$ cat src/rtl/img_pattern_gen.sv
// img_pattern_gen
//   Image-sensor stand-in for the img_clk domain. On each level change of
//   cmd_frame it emits one frame on a frame-valid / line-valid / 12-bit pixel
//   bus. The pixels form a ramp that starts at PixelInitial each frame and
//   steps by PixelDelta (mod 4096) per pixel, carrying across lines.
//
// Ports
//   clk               in   img_clk, rising-edge logic
//   rst               in   synchronous active-high reset
//   cmd_frame         in   toggle request: every level change asks for a frame
//   img_fv            out  frame valid
//   img_lv            out  line valid
//   img_d             out  pixel data, forced to 0 while img_lv is low
//   status_busy       out  high while img_fv is high
//   status_frameDone  out  toggles once per completed frame
//   status_pixelCount out  pixels emitted in the last/current frame (saturating)
//   dbg_state         out  current FSM state encoding
//
// Handshake: none. cmd_frame is a level-toggle request; a toggle that arrives
// while a frame is in flight is absorbed (the previous level still tracks it),
// so no request is ever queued.
module img_pattern_gen #(
    parameter int          ImgWidth      = 2304,
    parameter int          ImgHeight     = 1296,
    parameter int          FVLeadCycles  = 16,
    parameter int          HBlankCycles  = 8,
    parameter int          FVTrailCycles = 16,
    parameter logic [11:0] PixelInitial  = 12'hFFF,
    parameter int          PixelDelta    = -1,
    localparam int         PcW           = $clog2(ImgWidth * ImgHeight + 1)
) (
    input  logic           clk,
    input  logic           rst,
    input  logic           cmd_frame,
    output logic           img_fv,
    output logic           img_lv,
    output logic [11:0]    img_d,
    output logic           status_busy,
    output logic           status_frameDone,
    output logic [PcW-1:0] status_pixelCount,
    output logic [2:0]     dbg_state
);

    // One down-counter serves every timed phase, so size it for the longest.
    localparam int Max1   = (ImgWidth > FVLeadCycles) ? ImgWidth : FVLeadCycles;
    localparam int Max2   = (HBlankCycles > FVTrailCycles) ? HBlankCycles : FVTrailCycles;
    localparam int CntMax = (Max1 > Max2) ? Max1 : Max2;
    localparam int CntW   = $clog2(CntMax + 1);
    localparam int LineW  = $clog2(ImgHeight + 1);

    localparam logic [11:0]      Delta = 12'(PixelDelta);
    localparam logic [PcW-1:0]   PcMax = PcW'(ImgWidth * ImgHeight);

    typedef enum logic [2:0] {
        S_IDLE     = 3'd0,
        S_FV_LEAD  = 3'd1,
        S_LINE     = 3'd2,
        S_HBLANK   = 3'd3,
        S_FV_TRAIL = 3'd4
    } state_t;

    state_t           state;
    logic [CntW-1:0]  cnt;
    logic [LineW-1:0] line_idx;
    logic [11:0]      pixel;
    logic             cmd_prev;
    logic [PcW-1:0]   pc_next;

    // Count saturates at the frame size rather than wrapping.
    always_comb begin
        pc_next = status_pixelCount;
        if (status_pixelCount != PcMax) begin
            pc_next = status_pixelCount + PcW'(1);
        end
    end

    assign dbg_state = state;

    always_ff @(posedge clk) begin
        if (rst) begin
            state             <= S_IDLE;
            cnt               <= '0;
            line_idx          <= '0;
            pixel             <= PixelInitial;
            cmd_prev          <= cmd_frame;   // absorb the current level: no spurious frame
            img_fv            <= 1'b0;
            img_lv            <= 1'b0;
            img_d             <= 12'h000;
            status_busy       <= 1'b0;
            status_frameDone  <= 1'b0;
            status_pixelCount <= '0;
        end else begin
            cmd_prev <= cmd_frame;
            case (state)
                S_IDLE: begin
                    img_lv <= 1'b0;
                    img_d  <= 12'h000;
                    if (cmd_frame != cmd_prev) begin
                        img_fv            <= 1'b1;
                        status_busy       <= 1'b1;
                        status_pixelCount <= '0;
                        pixel             <= PixelInitial;
                        line_idx          <= '0;
                        cnt               <= CntW'(FVLeadCycles - 1);
                        state             <= S_FV_LEAD;
                    end
                end

                // FV_LEAD and HBLANK both end by emitting the first pixel of a line.
                S_FV_LEAD, S_HBLANK: begin
                    if (cnt == '0) begin
                        img_lv            <= 1'b1;
                        img_d             <= pixel;
                        pixel             <= pixel + Delta;
                        status_pixelCount <= pc_next;
                        cnt               <= CntW'(ImgWidth - 1);
                        state             <= S_LINE;
                    end else begin
                        cnt <= cnt - CntW'(1);
                    end
                end

                S_LINE: begin
                    if (cnt != '0) begin
                        img_d             <= pixel;
                        pixel             <= pixel + Delta;
                        status_pixelCount <= pc_next;
                        cnt               <= cnt - CntW'(1);
                    end else begin
                        img_lv <= 1'b0;
                        img_d  <= 12'h000;
                        if (line_idx < LineW'(ImgHeight - 1)) begin
                            line_idx <= line_idx + LineW'(1);
                            cnt      <= CntW'(HBlankCycles - 1);
                            state    <= S_HBLANK;
                        end else begin
                            cnt   <= CntW'(FVTrailCycles - 1);
                            state <= S_FV_TRAIL;
                        end
                    end
                end

                S_FV_TRAIL: begin
                    if (cnt == '0) begin
                        img_fv           <= 1'b0;
                        status_busy      <= 1'b0;
                        status_frameDone <= ~status_frameDone;
                        state            <= S_IDLE;
                    end else begin
                        cnt <= cnt - CntW'(1);
                    end
                end

                default: begin
                    img_fv      <= 1'b0;
                    img_lv      <= 1'b0;
                    img_d       <= 12'h000;
                    status_busy <= 1'b0;
                    state       <= S_IDLE;
                end
            endcase
        end
    end

endmodule

$ cat config.mk
export PLATFORM = sky130hd
export DESIGN_NAME = img_pattern_gen
export DESIGN_NICKNAME = d
export VERILOG_FILES = /design/src/rtl/img_pattern_gen.sv
export SDC_FILE = /design/constraint.sdc
export NUM_CORES = 1
export LEC_CHECK = 0
export ABC_AREA = 1
export BUFFER_PORTS_ARGS = -buffer_cell sky130_fd_sc_hd__buf_2
export CAP_MARGIN = 20
export CORE_MARGIN = 2
export CORE_UTILIZATION = 30
export DETAILED_ROUTE_END_ITERATION = 12
export GPL_ROUTABILITY_DRIVEN = 1
export HOLD_SLACK_MARGIN = 0.15
export SLEW_MARGIN = 30
export SYNTH_ARGS = -nofsm -noshare
export SYNTH_HDL_FRONTEND = slang
export SYNTH_SLANG_ARGS = --single-unit
export TNS_END_PERCENT = 50
$ cat constraint.sdc
create_clock -name clk -period 3.2 [get_ports clk]
set_clock_uncertainty 0.2 [all_clocks]
set_input_delay 0.48 -clock clk [delete_from_list [all_inputs] [get_ports clk]]
set_output_delay 0.48 -clock clk [all_outputs]
set_load 0.005 [all_outputs]
======== Yosys cells after proc, flatten, opt, wreduce, memory -nomap -nowiden ========
Index checks and enable logic that the tools add are counted.
operators by class
  order comparisons ....................... 1
  add/subtract/negate cells ............... 4
  mux-type cells .......................... 34
  bitwise operators ....................... 3
  reductions and logical operators ........ 16
  equality and inequality tests ........... 13
operators by type and width
  operator                                                              count
  12-bit two-way mux                                                    9
  22-bit two-way mux                                                    4
  12-bit one-hot mux with 3 select lines                                2
  22-bit one-hot mux with 3 select lines                                1
  12-bit one-hot mux with 4 select lines                                1
  11-bit two-way mux                                                    3
  22-bit by 1-bit adder with 22-bit output, second input constant       1
  22-bit != test, second input constant                                 1
  11-bit one-hot mux with 2 select lines                                1
  3-bit two-way mux                                                     5
  2-bit != test, second input constant                                  7
  12-bit adder, second input constant                                   1
  12-bit logical NOT                                                    1
  3-bit one-hot mux with 4 select lines                                 1
  4-bit AND reduction                                                   3
  12-bit nonzero test                                                   1
  12-bit by 1-bit subtractor with 12-bit output, second input constant  1
  11-bit by 1-bit adder with 11-bit output, second input constant       1
  11-bit < comparator, second input constant                            1
  3-bit AND reduction                                                   3
  3-bit by 2-bit == test with 1-bit output, second input constant       2
  1-bit one-hot mux with 3 select lines                                 2
  1-bit two-way mux                                                     4
  4-bit two-way mux                                                     1
  11 further kinds                                                      14
storage, ports and cells
  flip-flop bits (word level) ............. 76
  output and inout bits ................... 41
  input port bits ......................... 3
  word-level logic and storage cells ...... 81

======== Logic depth before layout (Yosys ltp) ========
  depth in word-level cells ............... 4
  mapped depth ............................ 12
  mapped depth without buffers ............ 12

======== Worst setup path before layout ========
No wires, ideal clock.
  path kind ............................... register to register
  from .................................... reg status_pixelCount[0]
  to ...................................... reg status_pixelCount[16]
  buffers on the path ..................... 0
  arrival time ............................ 1549 ps
  stages on the path, launching flop included .. 12
  clock period less this slack ............ 1819 ps
  setup slack ............................. 1381 ps
  required time ........................... 2930 ps
  cells stage by stage .................... dfxtp_1 > ha_1 > inv_1 > nor2_1 > nand2_1 > inv_1 > nand2_1 > nand2_1 > nand2_1 > nor2_1 > nand2_1 > a21oi_1
on the way
  word-level cells in the longest chain between the ends .. 4
  elaborated cells on any way between the ends .. 6
  those cells by class .................... 1 x add/sub; 1 x eq/ne; 4 x mux
ends and longest elaborated chain
  what                                                                        RTL line  source
  start: declaration                                                          40        output logic [PcW-1:0] status_pixelCount,
  start signal: assignment                                                    115       status_pixelCount <= pc_next;
  start signal: assignment                                                    127       status_pixelCount <= pc_next;
  22-bit by 1-bit adder with 22-bit output or 22-bit != test (tied branches)  73, 72
  22-bit two-way mux *                                                        72        if (status_pixelCount != PcMax) begin
  22-bit two-way mux (on tied branches)                                       124, 111
  22-bit one-hot mux with 3 select lines *                                    94        case (state)
Every way passes the cells marked *; elsewhere a longest branch is shown, timed or not. The select of a mux whose other input is x is not followed.
A chain may end at the register's enable or synchronous reset.

======== Worst setup path after layout ========
  from .................................... in cmd_frame
  to ...................................... reg status_pixelCount[4]
on the way
  word-level cells in the longest chain between the ends .. 3
ends and longest elaborated chain
  what                                  RTL line  source
  start: declaration                    34        input logic cmd_frame,
  1-bit != test                         98        if (cmd_frame != cmd_prev) begin
  2-bit != test (no source line)        --
  4-bit AND reduction (no source line)  --
Every way passes these cells.

==> flow_summary_export.csv <==
group,metric,value,unit
status,outcome,"finished clean",
global_route,gr-max-usage-layer,"met2",
floorplan,die_height,126,um
power,power_density,726,nW/um2
worst_setup_path,end_kind,"flip-flop",
synthesis,async_flop_share,0,%
layout,design_area,5060,um2
synthesis,ys.flop_type,"dfxtp_1",
detailed_routing,routedWlPerCell,12.7,um
cts,cts_tree,"yes",
sta,setup_tns,0,ns
synthesis,synthAdderAreaFrac,1.68,%
sta,grt_setup_unrepaired,"false",
sta,finalSetupViolations,0,
synthesis,synth_compound_area_share,14.6,%
worst_setup_path,worstPathRequired,3.23,ns
synthesis,synth_top_family_by_area,"simple AND/OR/NAND/NOR gates",
cts,clkSinkCount,76,
floorplan,core_area,14500,um2
power,peakVddDrop,0.000292,V
worst_setup_path,worstSetupPathType,"in -> reg",
floorplan,die_w,126,um
global_route,met1_usage,20.6,%
synthesis,yosysWarnings,0,
global_route,grt_max_degree,42,
sta,clock.fmax,380,MHz
synthesis,synth_enable_flop_cells,0,
global_route,use_met3,2.55,%
detailed_routing,routed_via_density,4.85,
worst_setup_path,worstPathArrival,2.66,ns
detailed_routing,detail_route.wirelength,11800,um
layout,utilization,34.8,%
cts,insertion_delay,0.34,ns
layout,layout.nets,749,
sta,slew_viol_final,0,
detailed_routing,drt_pass1_iterations,5,
layout,mostFrequentLayoutCells,"nand2_1, nor2_1, dfxtp_1",
placed_design,dp_hpwl,8360,um
global_route,overflow,0,
layout,final_common_cell,"nand2_1",
layout,drive_above_1_share,10.7,%
cts,ctsResizeCount,0,
global_route,antenna_found_initial,0,
job,max-cap-violations,0,
synthesis,synthMuxAreaShare,0,%
worst_setup_path,crit_fanout,26,
floorplan,die_area,15900,um2
layout,nFillCells,1629,
detailed_routing,first_iter_violations,447,
global_route,grt.met2_usage,25.2,%
placed_design,placed_cells,912,
layout,fin_cells,929,
layout,area_delta_synth_final,13.1,%
global_route,grt.total_usage,15.3,%
sta,slew_headroom,53.5,%
cts,h-tree-depth,3,
placed_design,placed_area,4770,um2
synthesis,synth_nets,720,
synthesis,syn_area,4480,um2
synthesis,seq_area_frac_synth,34.0,%
synthesis,netlist_instances,711,
placed_design,gp_congestion,0.882,
global_route,grt_pass1_wl,20300,um
sta,final_hold_viol_count,0,
floorplan,start_util,30.8,%
sta,finalCritPeriodShare,82.3,%
cts,path_clk_slew,0.06,ns
synthesis,syn_area_per_cell,6.29,um2
worst_setup_path,reg2reg_slack,0.76,ns
global_route,grt_pass1_vias,4142,
cts,cts_buffer_depth,2,
detailed_routing,drcViolationCount,0,
synthesis,synth_xor_area_share,3.52,%
min_path,hp-class,"reg -> reg",
cts,clock-root-buffer,"clkbuf_16",
floorplan,io_pins,44,
cts,numCtsBuffers,9,
sta,hold_slack,0.262,ns
detailed_routing,drtAntennaViolNets,0,
synthesis,synth_simple_gate_area_share,37.5,%
layout,num_antenna_cells,0,
worst_setup_path,worst_setup_path_start_kind,"input pin",
sta,period_minus_slack,2.63,ns
detailed_routing,num_vias,4508,
placed_design,place.port_buffers,43,
sta,max_slew.worst_pin.slew,0.696,ns
floorplan,row_count,44,
synthesis,yosysUniqueCellTypes,33,
synthesis,ys_ff_latch,76,
power,p_leak,2.04,nW
[worst max-delay path, cell delays in order]
cell and delay [ns]:
dlygate4sd3_1 0.53, buf_2 0.15, inv_1 0.05, nand2_1 0.04, nand3_1 0.07, nand2_1 0.08
inv_1 0.10, nand3_4 0.26, nor2_4 0.59, nand3_1 0.14, nand2_1 0.11, nor2_1 0.04
[registers in the layout, indices dropped and copies added, names as in the netlist]
| name | flops |
|---|---|
| status_pixelCount | 22 |
| cnt | 12 |
| img_d | 12 |
| pixel | 12 |
| line_idx | 11 |
| dbg_state | 3 |
| cmd_prev | 1 |
| img_lv | 1 |
| status_busy | 1 |
| status_frameDone | 1 |
[report_power, final]
group	switching [W]	internal [W]
clock	0.000410	0.000545
sequential	0.000155	0.00111
combinational	0.00102	0.000431
[metrics by stage]
| step | power, W | setup slack [ns] |
|---|---|---|
| CTS | 0.00372 | 0.569 |
| global route | 0.00401 | 0.345 |
| global placement | 0.00274 | 0.743 |
| detailed placement | 0.00274 | 0.733 |
| finish | 0.00367 | 0.567 |
| floorplan | 0.00247 | 1.38 |
[layout make-up]
| class | count | area [um2] | share of cell area (%) |
|---|---|---|---|
| timing repair buffer | 45 | 233 | 4.60 |
| sequential | 76 | 1520 | 30.1 |
| clock inverter | 6 | 40.0 | 0.791 |
| clock buffer | 10 | 239 | 4.72 |
| inverter | 62 | 233 | 4.60 |
| tap | 184 | 230 | 4.55 |
| multi-input combinational | 546 | 2560 | 50.7 |
[layer usage]
metal  part of all wire (%)  vias up  routed length (um)
met5                      0        -                   0
met4                    1.3        0                 149
met3                    3.3       11                 390
met2                     47       71                5530
met1                     49     2076                5770
li1                       -     2350                   -
[repair_timing]
| action | CTS | global route |
|---|---|---|
| hold buffers | 1 | 0 |
| setup buffers | 0 | 0 |
| hold endpoints to repair | 1 | 0 |
[final timing paths]
path | to | cells past startpoint | startpoint
max reg2reg | line_idx[1] | 11 | dbg_state[1]
max | status_pixelCount[4] | 12 | cmd_frame
min reg2reg | img_lv | 2 | img_lv
min | img_lv | 2 | img_lv
[cell families (layout without fill, tap and decap cells)]
kind of cell | Yosys count | after routing
xor+xnor | 18 | 18
compound gates | 125 | 125
simple gates | 397 | 397
buf+inv | 89 | 123
flops | 76 | 76
fa+ha+maj | 6 | 6
[synth_stat cells (all sizes together), types with 5 or more instances]
cell type  count  area [um2]
nand2        196         758
nand3         55         288
dfxtp         76        1520
nor3           9        45.0
nand4          7        43.8
o21ai         51         255
buf           13         103
inv           62         233
xor2          14         123
clkbuf        14        53.8
nor2         124         500
o211ai         5        37.5
a21oi         66         342
ha             6        75.1
Power figures use the tool's default switching activity.
